**src/rtl/axi_id_compress.sv**
```systemverilog
// AXI4 ID compressor: remaps wide slave-port IDs onto a small table index on the master port.
// Optional per-direction occupancy outputs are enabled with AXI_ID_COMPRESS_OCCUPANCY_EN.

package axi_id_compress_pkg;
  localparam int unsigned AddrWidth  = 32;
  localparam int unsigned DataWidth  = 32;
  localparam int unsigned UserWidth  = 1;
  localparam int unsigned SlvIdWidth = 6;
  localparam int unsigned MstIdWidth = 2;

  typedef struct packed {
    logic [SlvIdWidth-1:0] id;
    logic [AddrWidth-1:0]  addr;
    logic [7:0]            len;
    logic [2:0]            size;
    logic [1:0]            burst;
    logic                  lock;
    logic [3:0]            cache;
    logic [2:0]            prot;
    logic [3:0]            qos;
    logic [3:0]            region;
    logic [5:0]            atop;
    logic [UserWidth-1:0]  user;
  } slv_aw_chan_t;

  typedef struct packed {
    logic [MstIdWidth-1:0] id;
    logic [AddrWidth-1:0]  addr;
    logic [7:0]            len;
    logic [2:0]            size;
    logic [1:0]            burst;
    logic                  lock;
    logic [3:0]            cache;
    logic [2:0]            prot;
    logic [3:0]            qos;
    logic [3:0]            region;
    logic [5:0]            atop;
    logic [UserWidth-1:0]  user;
  } mst_aw_chan_t;

  typedef struct packed {
    logic [SlvIdWidth-1:0] id;
    logic [AddrWidth-1:0]  addr;
    logic [7:0]            len;
    logic [2:0]            size;
    logic [1:0]            burst;
    logic                  lock;
    logic [3:0]            cache;
    logic [2:0]            prot;
    logic [3:0]            qos;
    logic [3:0]            region;
    logic [UserWidth-1:0]  user;
  } slv_ar_chan_t;

  typedef struct packed {
    logic [MstIdWidth-1:0] id;
    logic [AddrWidth-1:0]  addr;
    logic [7:0]            len;
    logic [2:0]            size;
    logic [1:0]            burst;
    logic                  lock;
    logic [3:0]            cache;
    logic [2:0]            prot;
    logic [3:0]            qos;
    logic [3:0]            region;
    logic [UserWidth-1:0]  user;
  } mst_ar_chan_t;

  typedef struct packed {
    logic [DataWidth-1:0]   data;
    logic [DataWidth/8-1:0] strb;
    logic                   last;
    logic [UserWidth-1:0]   user;
  } w_chan_t;

  typedef struct packed {
    logic [SlvIdWidth-1:0] id;
    logic [1:0]            resp;
    logic [UserWidth-1:0]  user;
  } slv_b_chan_t;

  typedef struct packed {
    logic [MstIdWidth-1:0] id;
    logic [1:0]            resp;
    logic [UserWidth-1:0]  user;
  } mst_b_chan_t;

  typedef struct packed {
    logic [SlvIdWidth-1:0] id;
    logic [DataWidth-1:0]  data;
    logic [1:0]            resp;
    logic                  last;
    logic [UserWidth-1:0]  user;
  } slv_r_chan_t;

  typedef struct packed {
    logic [MstIdWidth-1:0] id;
    logic [DataWidth-1:0]  data;
    logic [1:0]            resp;
    logic                  last;
    logic [UserWidth-1:0]  user;
  } mst_r_chan_t;

  typedef struct packed {
    slv_aw_chan_t aw;
    logic         aw_valid;
    w_chan_t      w;
    logic         w_valid;
    logic         b_ready;
    slv_ar_chan_t ar;
    logic         ar_valid;
    logic         r_ready;
  } slv_req_t;

  typedef struct packed {
    logic        aw_ready;
    logic        ar_ready;
    logic        w_ready;
    logic        b_valid;
    slv_b_chan_t b;
    logic        r_valid;
    slv_r_chan_t r;
  } slv_resp_t;

  typedef struct packed {
    mst_aw_chan_t aw;
    logic         aw_valid;
    w_chan_t      w;
    logic         w_valid;
    logic         b_ready;
    mst_ar_chan_t ar;
    logic         ar_valid;
    logic         r_ready;
  } mst_req_t;

  typedef struct packed {
    logic        aw_ready;
    logic        ar_ready;
    logic        w_ready;
    logic        b_valid;
    mst_b_chan_t b;
    logic        r_valid;
    mst_r_chan_t r;
  } mst_resp_t;
endpackage

module axi_id_compress #(
  parameter int unsigned SlvPortIdWidth = 6,
  parameter int unsigned MstPortIdWidth = 2,
  parameter int unsigned MaxUniqIds     = 4,
  parameter int unsigned MaxTxnsPerId   = 2,
  parameter type slv_req_t  = axi_id_compress_pkg::slv_req_t,
  parameter type slv_resp_t = axi_id_compress_pkg::slv_resp_t,
  parameter type mst_req_t  = axi_id_compress_pkg::mst_req_t,
  parameter type mst_resp_t = axi_id_compress_pkg::mst_resp_t
) (
  input  logic      clk_i,
  input  logic      rst_ni,
  input  slv_req_t  slv_req_i,
  output slv_resp_t slv_resp_o,
  output mst_req_t  mst_req_o,
  input  mst_resp_t mst_resp_i
`ifdef AXI_ID_COMPRESS_OCCUPANCY_EN
  ,
  output logic [$clog2(MaxUniqIds+1)-1:0] wr_used_o,
  output logic [$clog2(MaxUniqIds+1)-1:0] rd_used_o
`endif
);

  localparam int unsigned IdxW  = (MaxUniqIds > 1) ? $clog2(MaxUniqIds) : 1;
  localparam int unsigned CntW  = $clog2(MaxTxnsPerId + 1);
  localparam int unsigned UsedW = $clog2(MaxUniqIds + 1);
  localparam logic [CntW-1:0]         MaxCnt = CntW'(MaxTxnsPerId);
  localparam logic [MstPortIdWidth:0] NumEnt = (MstPortIdWidth + 1)'(MaxUniqIds);

  // Index 0 is the write direction (AW/B), index 1 the read direction (AR/R).
  logic [1:0]                      req_valid, mst_ready, rsp_fire, rsp_hit;
  logic [1:0]                      stall, alloc_fire, has_match;
  logic [1:0][SlvPortIdWidth-1:0]  req_id, rsp_slv_id;
  logic [1:0][MstPortIdWidth-1:0]  rsp_id;
  logic [1:0][IdxW-1:0]            sel, rsp_idx;

  logic [1:0][MaxUniqIds-1:0]                     valid_q, valid_d;
  logic [1:0][MaxUniqIds-1:0][SlvPortIdWidth-1:0] id_q, id_d;
  logic [1:0][MaxUniqIds-1:0][CntW-1:0]           cnt_q, cnt_d;

  assign req_valid = {slv_req_i.ar_valid, slv_req_i.aw_valid};
  assign req_id    = {slv_req_i.ar.id, slv_req_i.aw.id};
  assign mst_ready = {mst_resp_i.ar_ready, mst_resp_i.aw_ready};
  assign rsp_id    = {mst_resp_i.r.id, mst_resp_i.b.id};
  assign rsp_fire[0] = mst_resp_i.b_valid & slv_req_i.b_ready;
  assign rsp_fire[1] = mst_resp_i.r_valid & slv_req_i.r_ready & mst_resp_i.r.last;

  always_comb begin
    stall      = '1;
    sel        = '0;
    has_match  = '0;
    rsp_idx    = '0;
    rsp_hit    = '0;
    rsp_slv_id = '0;
    alloc_fire = '0;
    for (int d = 0; d < 2; d++) begin
      for (int i = 0; i < MaxUniqIds; i++) begin
        if (valid_q[d][i] && (id_q[d][i] == req_id[d])) begin
          has_match[d] = 1'b1;
          // A saturated entry stalls; the same ID never spills into a second entry.
          if (cnt_q[d][i] < MaxCnt) begin
            stall[d] = 1'b0;
            sel[d]   = IdxW'(i);
          end
        end
      end
      if (!has_match[d]) begin
        for (int i = MaxUniqIds - 1; i >= 0; i--) begin
          if (!valid_q[d][i]) begin
            stall[d] = 1'b0;
            sel[d]   = IdxW'(i);
          end
        end
      end
      alloc_fire[d] = req_valid[d] & ~stall[d] & mst_ready[d];
      rsp_idx[d]    = rsp_id[d][IdxW-1:0];
      rsp_hit[d]    = ({1'b0, rsp_id[d]} < NumEnt) && valid_q[d][rsp_idx[d]];
      if (rsp_hit[d]) rsp_slv_id[d] = id_q[d][rsp_idx[d]];
    end
  end

  always_comb begin
    valid_d = valid_q;
    id_d    = id_q;
    cnt_d   = cnt_q;
    for (int d = 0; d < 2; d++) begin
      for (int i = 0; i < MaxUniqIds; i++) begin
        logic inc, dec;
        inc = alloc_fire[d] && (sel[d] == IdxW'(i));
        dec = rsp_fire[d] && rsp_hit[d] && (rsp_idx[d] == IdxW'(i));
        if (inc && !dec) begin
          valid_d[d][i] = 1'b1;
          id_d[d][i]    = req_id[d];
          cnt_d[d][i]   = cnt_q[d][i] + CntW'(1);
        end else if (dec && !inc) begin
          cnt_d[d][i] = cnt_q[d][i] - CntW'(1);
          if (cnt_q[d][i] == CntW'(1)) valid_d[d][i] = 1'b0;
        end
      end
    end
  end

  always_ff @(posedge clk_i or negedge rst_ni) begin
    if (!rst_ni) begin
      valid_q <= '0;
      id_q    <= '0;
      cnt_q   <= '0;
    end else begin
      valid_q <= valid_d;
      id_q    <= id_d;
      cnt_q   <= cnt_d;
    end
  end

`ifdef AXI_ID_COMPRESS_OCCUPANCY_EN
  logic [1:0][UsedW-1:0] used_q, used_d;

  always_comb begin
    used_d = '0;
    for (int d = 0; d < 2; d++) begin
      for (int i = 0; i < MaxUniqIds; i++) begin
        used_d[d] = used_d[d] + UsedW'(valid_d[d][i]);
      end
    end
  end

  always_ff @(posedge clk_i or negedge rst_ni) begin
    if (!rst_ni) used_q <= '0;
    else         used_q <= used_d;
  end

  assign wr_used_o = used_q[0];
  assign rd_used_o = used_q[1];
`endif

  always_comb begin
    mst_req_o           = '0;
    mst_req_o.aw.id     = MstPortIdWidth'(sel[0]);
    mst_req_o.aw.addr   = slv_req_i.aw.addr;
    mst_req_o.aw.len    = slv_req_i.aw.len;
    mst_req_o.aw.size   = slv_req_i.aw.size;
    mst_req_o.aw.burst  = slv_req_i.aw.burst;
    mst_req_o.aw.lock   = slv_req_i.aw.lock;
    mst_req_o.aw.cache  = slv_req_i.aw.cache;
    mst_req_o.aw.prot   = slv_req_i.aw.prot;
    mst_req_o.aw.qos    = slv_req_i.aw.qos;
    mst_req_o.aw.region = slv_req_i.aw.region;
    mst_req_o.aw.atop   = '0;  // atomics are not supported
    mst_req_o.aw.user   = slv_req_i.aw.user;
    mst_req_o.aw_valid  = slv_req_i.aw_valid & ~stall[0];
    mst_req_o.w         = slv_req_i.w;
    mst_req_o.w_valid   = slv_req_i.w_valid;
    mst_req_o.b_ready   = slv_req_i.b_ready;
    mst_req_o.ar.id     = MstPortIdWidth'(sel[1]);
    mst_req_o.ar.addr   = slv_req_i.ar.addr;
    mst_req_o.ar.len    = slv_req_i.ar.len;
    mst_req_o.ar.size   = slv_req_i.ar.size;
    mst_req_o.ar.burst  = slv_req_i.ar.burst;
    mst_req_o.ar.lock   = slv_req_i.ar.lock;
    mst_req_o.ar.cache  = slv_req_i.ar.cache;
    mst_req_o.ar.prot   = slv_req_i.ar.prot;
    mst_req_o.ar.qos    = slv_req_i.ar.qos;
    mst_req_o.ar.region = slv_req_i.ar.region;
    mst_req_o.ar.user   = slv_req_i.ar.user;
    mst_req_o.ar_valid  = slv_req_i.ar_valid & ~stall[1];
    mst_req_o.r_ready   = slv_req_i.r_ready;

    slv_resp_o          = '0;
    slv_resp_o.aw_ready = mst_resp_i.aw_ready & ~stall[0];
    slv_resp_o.ar_ready = mst_resp_i.ar_ready & ~stall[1];
    slv_resp_o.w_ready  = mst_resp_i.w_ready;
    slv_resp_o.b_valid  = mst_resp_i.b_valid;
    slv_resp_o.b.id     = rsp_slv_id[0];
    slv_resp_o.b.resp   = mst_resp_i.b.resp;
    slv_resp_o.b.user   = mst_resp_i.b.user;
    slv_resp_o.r_valid  = mst_resp_i.r_valid;
    slv_resp_o.r.id     = rsp_slv_id[1];
    slv_resp_o.r.data   = mst_resp_i.r.data;
    slv_resp_o.r.resp   = mst_resp_i.r.resp;
    slv_resp_o.r.last   = mst_resp_i.r.last;
    slv_resp_o.r.user   = mst_resp_i.r.user;
  end

endmodule

```
**config.mk**
```make
export PLATFORM = sky130hd
export DESIGN_NAME = axi_id_compress
export DESIGN_NICKNAME = d
export VERILOG_FILES = /design/src/rtl/axi_id_compress.sv
export SDC_FILE = /design/constraint.sdc
export NUM_CORES = 1
export LEC_CHECK = 0
export BUFFER_PORTS_ARGS = -buffer_cell sky130_fd_sc_hd__buf_2
export CORE_AREA = 10 10 175 177
export CTS_CLUSTER_DIAMETER = 30
export DETAILED_ROUTE_END_ITERATION = 10
export DIE_AREA = 0 0 185 187
export PLACE_DENSITY = 0.57
export SETUP_SLACK_MARGIN = 0.3
export SKIP_CTS_REPAIR_TIMING = 1
export SYNTH_ARGS = -nofsm -noshare
export SYNTH_HDL_FRONTEND = slang
export SYNTH_SLANG_ARGS = --single-unit
```
**constraint.sdc**
```tcl
create_clock -name clk_i -period 2.6 [get_ports clk_i]
set_input_delay 0.39 -clock clk_i [delete_from_list [all_inputs] [get_ports clk_i]]
set_output_delay 0.39 -clock clk_i [all_outputs]
set_load 0.01 [all_outputs]
```
==> results of run 1 <==
-- state kept, by name, summed over array words and instances, names as in the netlist --
signal	flops
id_q	48
valid_q	8
cnt_q	16
-- path summary, 6_finish.rpt --
path / to
worst max-delay path: mst_req_o[175]
worst min-delay path: id_q[13]
worst max register to register: valid_q[4]
worst min register to register: cnt_q[13]
max in group asynchronous: valid_q[4]
min in group clk_i: id_q[11]
-- area by class of cell --
cell class	count	area, um2	share of cell area [%]
Multi-Input combinational cell	307	3370	47.1
Tap cell	346	433	6.04
Clock buffer	12	236	3.30
Timing Repair Buffer	155	1220	17.0
Inverter	14	52.6	0.734
Clock inverter	4	45.0	0.629
Sequential cell	72	1800	25.2
-- power breakdown --
part | total, mW | switching, mW | internal [mW]
logic | 2.99 | 1.20 | 1.80
registers | 1.95 | 0.383 | 1.57
clock network | 1.23 | 0.494 | 0.739
-- kinds of logic after synthesis --
family                   Yosys count  synth area share [%]
other                              1                0.0605
buffers and inverters            251                  28.6
multiplexers                      66                  14.4
XOR/XNOR                          56                  7.92
adder cells (fa/ha/maj)           24                  4.85
AO/OA/AOI/OAI                     41                  4.40
AND/OR/NAND/NOR                  114                  10.7
flip-flops                        72                  29.1
-- stage by stage --
| step | total power [mW] | utilization, % |
|---|---|---|
| floorplan | 3.99 | - |
| global placement | 4.60 | 23.4 |
| detailed placement | 4.65 | 23.4 |
| CTS | 5.91 | 24.5 |
| global route | 6.55 | 26.2 |
| finish | 6.18 | 26.2 |
-- worst max-delay path, stage by stage, from the launching register on --
cell	delay, ns
dfrtp_1	0.40
xnor2_1	0.16
nand4_1	0.22
nor4_4	0.29
buf_4	0.17
nor4_4	0.04
a221oi_2	0.24
a21o_1	0.18
inv_2	0.10
buf_6	0.12
buf_6	0.11
-- layer usage --
layer  vias up  GRT usage, %  routed length [um]
li1       1736             -                   -
met1      1842          10.3                6650
met2       193          14.1                7880
met3        79          5.21                1910
met4         4          5.75                 880
met5         -          2.22                 102
-- placed cells by master, fill, tap and decap left out, types with 10 or more instances in the layout --
cell type  Yosys  layout
o21ai_1        1      11
dfrtp_1       72      72
buf_4        219      79
mux2_4         0      45
xnor2_1       41      31
nand4_1       10      10
nand2_1       24      23
buf_2          6      44
xor2_1        15      10
nor2b_1       14      10
xnor2_2        0      10
ha_1          24      10
ha_4           0      12
buf_6          0      26
inv_1         13      11
and2_1        12      10
nor2_4         0      12
mux4_2        13      13
==> qor.yml, run 1 <==
status: "complete, but fails checks"
violations: "negative setup slack"
maxCapViolCount: 0
synth_edf_count: 0
fmax_mhz: 363
grt_pass1_vias: 3897
nets: 818
dr.pass1.iters: 4
ys_async_sr_fraction_pct: 100
num-fill-cells: 2906
finalCriticalPeriod_ns: 2.76
rr_worst_depth: 10
dp_slack_ns: -0.327
peakVddDrop_v: 0.000426
ys.flop_type: "dfrtp_1"
tightestPinTransition_ns: 0.522
grt_start_max_net_pins: 38
yosysWarnings: 0
overflow: 0
rows: 61
die_y_um: 187
yosys-top-cells-count: "buf_4 (219), dfrtp_1 (72), mux2_2 (53)"
clock_sinks: 72
cts_tree: "done"
drc: 0
numCtsBuffers: 9
fin_cells: 910
critPathKind: "reg2out"
port_buffers: 51
synthesis.instances: 625
via_per_inst: 4.24
diodes: 0
relSlewSlack_pct: 65.2
gp_congestion: 0.811
arrival_ns: 2.37
wl_per_cell_um: 19.1
cts_max_path_buffers: 2
fin_hold_ws_ns: 0.0112
critPathLaunchType: "register"
dp.cells: 887
routed_wl_mm: 17.4
final-hold-violation-count: 0
drtIter0Drc: 215
rr_startpoint: "id_q[24]"
crit_path_end_kind: "output pin"
clk_latency_ns: 0.35
netlist_area_um2: 6200
core_area_um2: 27300
fin_tns_setup_ns: -4.31
finClkSkew_ns: 0.00767
clk_pin_slew_worst_paths_ns: 0.06
placed_area_um2: 6400
setup_ws_ns: -0.158
design_area_um2: 7160
syn_to_final_growth_pct: 15.6
htreeDepth: 3
cp_max_fo: 4
report.final.slew_viol_count: 0
final_layout_size_suffix_gt1_share_pct: 56.0
yosys-top-cells-area: "dfrtp_1 (29%), buf_4 (27%), mux2_2 (9.6%)"
yosys.area.top_type: "dfrtp_1"
synth.distinct_cells: 44
yosysSeqAreaShare_pct: 29.1
grt_pass1_wl_mm: 24.6
power_density_nw_per_um2: 862
startpoint: "id_q[2]"
io_pins: 468
num_vias: 3854
dieArea_um2: 34600
yosysMostFrequentCell: "buf_4"
cts_root_buffer: "clkbuf_16"
grtUsageTotal_pct: 9.51
p_leak_nw: 3.15
min_period_over_period_pct: 106
hold_path_class: "in2async"
synth_top_area_share_pct: 29.1
setup_viol: 63
start_util_pct: 22.7
worstPathRequired_ns: 2.21
antenna_found_initial: 0
die_w_um: 185
rsz0062_at_grt: "yes"
syn_avg_cell_area_um2: 9.91
drt.antenna.violating_nets: 0
rrSetupSlack_ns: -0.15
hpwl_mm: 13.7
synth-seq-cells: 72
Note: power is estimated with default switching activity, not from simulation.
==> run 2, diff against run 1 <==
--- a/config.mk
+++ b/config.mk
@@ -5,12 +5,12 @@
 export SDC_FILE = /design/constraint.sdc
 export NUM_CORES = 1
 export LEC_CHECK = 0
-export BUFFER_PORTS_ARGS = -buffer_cell sky130_fd_sc_hd__buf_2
-export CORE_AREA = 10 10 175 177
+export CORE_AREA = 3 3 179 181
 export CTS_CLUSTER_DIAMETER = 30
 export DETAILED_ROUTE_END_ITERATION = 10
-export DIE_AREA = 0 0 185 187
-export PLACE_DENSITY = 0.57
+export DIE_AREA = 0 0 182 184
+export DONT_BUFFER_PORTS = 1
+export PLACE_DENSITY = 0.38
 export SETUP_SLACK_MARGIN = 0.3
 export SKIP_CTS_REPAIR_TIMING = 1
 export SYNTH_ARGS = -nofsm -noshare
==> run 2 against run 1 <==
The run still ends with negative setup slack left. Register-to-register slack worse by 0.06 ns. Setup slack lost 0.054 ns. Flip-flop and latch count unchanged. Sequential power is essentially flat. Cell count fell by 1.4%. Power increased by 0.32%. Clock power grew 3%. Critical endpoint is now id_q[28].
==> qor.yml, run 2 (same netlist as run 1, synthesis figures left out) <==
top_regs: "id_q (48), cnt_q (16), valid_q (8)"  # unchanged
setup_viol: 69  # was 63
fin_tns_setup_ns: -5.57  # was -4.31 ns
num-fill-cells: 3276  # was 2906
drc: 0  # unchanged
cp_max_fo: 8  # was 4
cts_max_path_buffers: 2  # unchanged
final-hold-violation-count: 0  # unchanged
wl_per_cell_um: 17.5  # was 19.1 um
routed_wl_mm: 15.7  # was 17.4 mm
drtIter0Drc: 115  # was 215
final_layout_size_suffix_gt1_share_pct: 53.1  # was 56.0%
nets: 755  # was 818
core_area_um2: 30600  # was 27300 um2
finalCriticalPeriod_ns: 2.81  # was 2.76 ns
hpwl_mm: 11.5  # was 13.7 mm
final_cell_mix: "dfrtp_1 (72), buf_4 (64), mux2_4 (46)"  # was buf_4 (79), dfrtp_1 (72), mux2_4 (45)
arrival_ns: 3.04  # was 2.37 ns
dr.pass1.iters: 4  # unchanged
grtUsageTotal_pct: 9.15  # was 9.51%
critPathLaunchType: "register"  # unchanged
dieArea_um2: 33500  # was 34600 um2
p_leak_nw: 2.88  # was 3.15 nW
drt.antenna.violating_nets: 0  # unchanged
fmax_mhz: 356  # was 363 MHz
min_period_over_period_pct: 108  # was 106%
multiInputGateArea_um2: 3450  # was 3370 um2
grt_pass1_vias: 3934  # was 3897
finalPower_mw: 6.20  # was 6.18 mW
syn_to_final_growth_pct: 12.2  # was 15.6%
largest_register_ff_count: 48  # unchanged
clk_latency_ns: 0.35  # about the same
grt_start_max_net_pins: 73  # was 38
die_w_um: 182  # was 185 um
finClkSkew_ns: 0.0110  # was 0.00767 ns
io_pins: 468  # unchanged
maxCapViolCount: 0  # unchanged
largest-register: "id_q"  # unchanged
die_y_um: 184  # was 187 um
grt_pass1_wl_mm: 23.4  # was 24.6 mm
overflow: 0  # unchanged
seq_area_um2: 1800  # unchanged
peakVddDrop_v: 0.000303  # was 0.000426 V
num_vias: 3636  # was 3854
status: "complete, but fails checks"  # unchanged
critPathKind: "reg2reg"  # was reg2out
antenna_found_initial: 0  # unchanged
htreeDepth: 3  # unchanged
port_buffers: 0  # was 51
setup_ws_ns: -0.212  # was -0.158 ns
violations: "negative setup slack"  # unchanged
worstPathRequired_ns: 2.83  # was 2.21 ns
gp_congestion: 0.752  # was 0.811
final_common_cell: "dfrtp_1"  # was buf_4
clk_pin_slew_worst_paths_ns: 0.07  # was 0.06 ns
clock_sinks: 72  # unchanged
report.final.slew_viol_count: 0  # unchanged
rsz0062_at_grt: "yes"  # unchanged
cts_root_buffer: "clkbuf_16"  # unchanged
crit_path_end_kind: "register"  # was output pin
via_per_inst: 4.05  # was 4.24
hold_path_class: "in2reg"  # was in2async
start_util_pct: 20.3  # was 22.7%
diodes: 0  # unchanged
cts_tree: "done"  # unchanged
power_density_nw_per_um2: 891  # was 862 nW/um2
rows: 64  # was 61
numCtsBuffers: 9  # unchanged
run 2: cell count changes in the layout (fill, tap and decap cells not counted), sizes merged:
cell	previous run	this run
buf	155	91
clkbuf	12	10
clkinvlp	0	1
dlygate4sd3	0	1
inv	14	15
run 2: per-layer routing:
| metal | vias to the layer above | global-route usage [%] | wire [um] |
|---|---|---|---|
| met1 | 1780 | 9.99 | 6150 |
| met5 | - | 2.71 | 122 |
| met2 | 175 | 14.2 | 7250 |
| li1 | 1606 | - | - |
| met3 | 71 | 5.30 | 1620 |
| met4 | 4 | 4.08 | 544 |
run 2: area by class of cell:
type                            instances  area share (%)
Inverter                               14           0.756
Timing Repair Buffer                   92            12.3
Clock inverter                          6           0.990
Sequential cell                        72            25.9
Tap cell                              396            7.12
Multi-Input combinational cell        307            49.6
Clock buffer                           10            3.29
run 2: power by group:
| part | switching [mW] | total [mW] | internal, mW |
|---|---|---|---|
| combinational | 1.16 | 2.96 | 1.81 |
| clock | 0.524 | 1.27 | 0.749 |
| sequential | 0.395 | 1.96 | 1.57 |
| total | 2.07 | 6.20 | 4.12 |
run 2: worst max-delay path: stages (launching register included):
cell      delay, ns
dfrtp_1        0.42
xnor2_2        0.14
nand4_1        0.21
nor4_4         0.31
nor4_4         0.10
a222oi_1       0.37
a21oi_2        0.11
and4bb_2       0.37
ha_2           0.21
buf_12         0.15
mux2_4         0.30
run 2: final timing paths:
| kind | start | end | slack (ns) | depth (start not counted) |
|---|---|---|---|---|
| max | id_q[38] | id_q[28] | -0.21 | 10 |
| min | slv_req_i[64] | id_q[24] | 0.19 | 1 |
| max reg2reg | id_q[38] | id_q[28] | -0.21 | 10 |
| min reg2reg | cnt_q[9] | cnt_q[9] | 0.48 | 2 |
| max in group asynchronous | rst_ni | cnt_q[2] | 1.67 | 2 |
| min in group asynchronous | rst_ni | id_q[41] | 0.61 | 2 |
run 2: per-stage QoR:
| stage | setup WS (ns) | hold slack [ns] | cells | utilization (%) | instance area (um2) |
|---|---|---|---|---|---|
| 3_3_place_gp | -0.168 | 0.0967 | 864 | 19.8 | 6040 |
| 2_1_floorplan | -0.0884 | 0.0944 | 630 | - | 6800 |
| 6_report | -0.212 | 0.188 | 897 | 22.7 | 6950 |
| 5_1_grt | -0.327 | 0.162 | 897 | 22.7 | 6950 |
| 3_5_place_dp | -0.211 | 0.0966 | 864 | 19.8 | 6040 |
| 4_1_cts | -0.227 | -0.284 | 880 | 20.7 | 6340 |
==> run 3, diff against run 2 <==
--- a/config.mk
+++ b/config.mk
@@ -13,6 +13,7 @@
 export PLACE_DENSITY = 0.38
 export SETUP_SLACK_MARGIN = 0.3
 export SKIP_CTS_REPAIR_TIMING = 1
+export SKIP_LAST_GASP = 1
 export SYNTH_ARGS = -nofsm -noshare
 export SYNTH_HDL_FRONTEND = slang
 export SYNTH_SLANG_ARGS = --single-unit
==> run 3 against run 2 <==
Setup slack improved by 0.00097 ns. Non-clock buffer count stayed put. Sequential share of layout area is 0.065 points higher. Clock skew shrank 0.0013 ns. Register-to-register slack barely moved. Largest power group unchanged. Hold slack worse by 0.00089 ns. Core utilization is 0.057 points lower. Clock power about the same. Count of clock-buffer cells in the layout unchanged. Critical path depth unchanged. Via count is essentially flat. The flow still finishes with violations (negative setup slack). Flip-flop and latch count is the same.
==> qor.yml, run 3 (same netlist as run 1, synthesis figures left out) <==
antenna_found_initial: 0  # unchanged
min-delay-start: "slv_req_i[64]"  # unchanged
cp_max_fo: 5  # was 8
dp_slack_ns: -0.211  # unchanged
die_w_um: 182  # unchanged
nets: 755  # unchanged
peakVddDrop_v: 0.000305  # was 0.000303 V
final_cell_mix: "dfrtp_1 (72), buf_4 (65), mux2_4 (45)"  # was dfrtp_1 (72), buf_4 (64), mux2_4 (46)
crit_path_end_kind: "register"  # unchanged
critPathLaunchType: "register"  # unchanged
power_density_nw_per_um2: 890  # was 891 nW/um2
final_layout_size_suffix_gt1_share_pct: 52.7  # was 53.1%
largest-register: "id_q"  # unchanged
gp_congestion: 0.752  # unchanged
rr_startpoint: "id_q[38]"  # unchanged
grt_start_max_net_pins: 73  # unchanged
io_pins: 468  # unchanged
critPathKind: "reg2reg"  # unchanged
final_common_cell: "dfrtp_1"  # unchanged
final-hold-violation-count: 0  # unchanged
fin_util_pct: 22.7  # about the same
grt_pass1_wl_mm: 23.4  # unchanged
setup_ws_ns: -0.211  # was -0.212 ns
htreeDepth: 3  # unchanged
core_area_um2: 30600  # unchanged
start_util_pct: 20.3  # unchanged
hold_path_class: "in2reg"  # unchanged
cts_tree: "done"  # unchanged
via_per_inst: 4.05  # about the same
dr.pass1.iters: 4  # unchanged
port_buffers: 0  # unchanged
overflow: 0  # unchanged
finalCriticalPeriod_ns: 2.81  # about the same
numCtsBuffers: 9  # unchanged
grtUsageTotal_pct: 9.15  # unchanged
rows: 64  # unchanged
clock_sinks: 72  # unchanged
routed_wl_mm: 15.7  # about the same
die_y_um: 184  # unchanged
clk_pin_slew_worst_paths_ns: 0.07  # about the same
p_leak_nw: 2.88  # about the same
largest_register_ff_count: 48  # unchanged
cts_max_path_buffers: 2  # unchanged
violations: "negative setup slack"  # unchanged
fmax_mhz: 356  # about the same
dieArea_um2: 33500  # unchanged
worstPathRequired_ns: 2.83  # about the same
clk_latency_ns: 0.35  # about the same
startpoint: "id_q[38]"  # unchanged
placed_area_um2: 6040  # unchanged
num-fill-cells: 3278  # was 3276
min_period_over_period_pct: 108  # about the same
finClkSkew_ns: 0.00972  # was 0.0110 ns
top_regs: "id_q (48), cnt_q (16), valid_q (8)"  # unchanged
cts_root_buffer: "clkbuf_16"  # unchanged
drc: 0  # unchanged
drtIter0Drc: 119  # was 115
syn_to_final_growth_pct: 12.0  # was 12.2%
wl_per_cell_um: 17.5  # about the same
arrival_ns: 3.04  # about the same
grt_pass1_vias: 3934  # unchanged
setup_viol: 69  # unchanged
status: "complete, but fails checks"  # unchanged
drt.antenna.violating_nets: 0  # unchanged
maxCapViolCount: 0  # unchanged
finalPower_mw: 6.17  # was 6.20 mW
rsz0062_at_grt: "yes"  # unchanged
fin_tns_setup_ns: -5.74  # was -5.57 ns
num_vias: 3637  # was 3636
diodes: 0  # unchanged
hpwl_mm: 11.5  # unchanged
design_area_um2: 6940  # was 6950 um2
report.final.slew_viol_count: 0  # unchanged
-- run 3: area by class of cell --
cell class	count	area [um2]	area share, %
Tap cell	396	495	7.14
Sequential cell	72	1800	26.0
Multi-Input combinational cell	307	3430	49.5
Inverter	14	52.6	0.758
Clock inverter	6	68.8	0.992
Clock buffer	10	229	3.30
Timing Repair Buffer	92	855	12.3
-- run 3: stage by stage --
step | hold slack (ns) | std cells
floorplan | 0.0944 | 630
global placement | 0.0967 | 864
detailed placement | 0.0966 | 864
CTS | -0.284 | 880
global route | 0.162 | 897
finish | 0.187 | 897
-- run 3: routing by layer --
metal / part of all wire [%] / global-route usage [%] / vias to the layer above / routed length [um]
met4: 3.5 / 4.08 / 4 / 544
li1: - / - / 1607 / -
met1: 40 / 9.99 / 1778 / 6230
met5: 0.78 / 2.71 / - / 122
met3: 10 / 5.30 / 72 / 1610
met2: 46 / 14.2 / 176 / 7200
-- run 3: where the power goes --
group	internal, mW	leakage (nW)	switching [mW]
sequential	1.57	0.919	0.395
clock	0.749	0.143	0.527
combinational	1.79	1.81	1.15
total	4.10	2.88	2.07
-- run 3: final timing paths --
check                      depth (start not counted)  slack, ns         end
min in group asynchronous                          2       0.61    id_q[41]
max in group asynchronous                          2       1.66    cnt_q[0]
min reg2reg                                        2       0.48    cnt_q[9]
min                                                1       0.19    id_q[24]
max                                               10      -0.21  valid_q[4]
max reg2reg                                       10      -0.21  valid_q[4]
-- run 3: worst max-delay path, stage by stage, from the launching register on --
cell      delay [ns]
dfrtp_1         0.42
xnor2_2         0.14
nand4_1         0.21
nor4_4          0.31
nor4_4          0.10
a222oi_1        0.37
a21oi_2         0.11
and4bb_2        0.37
ha_4            0.21
nor2_1          0.14
mux2_4          0.31
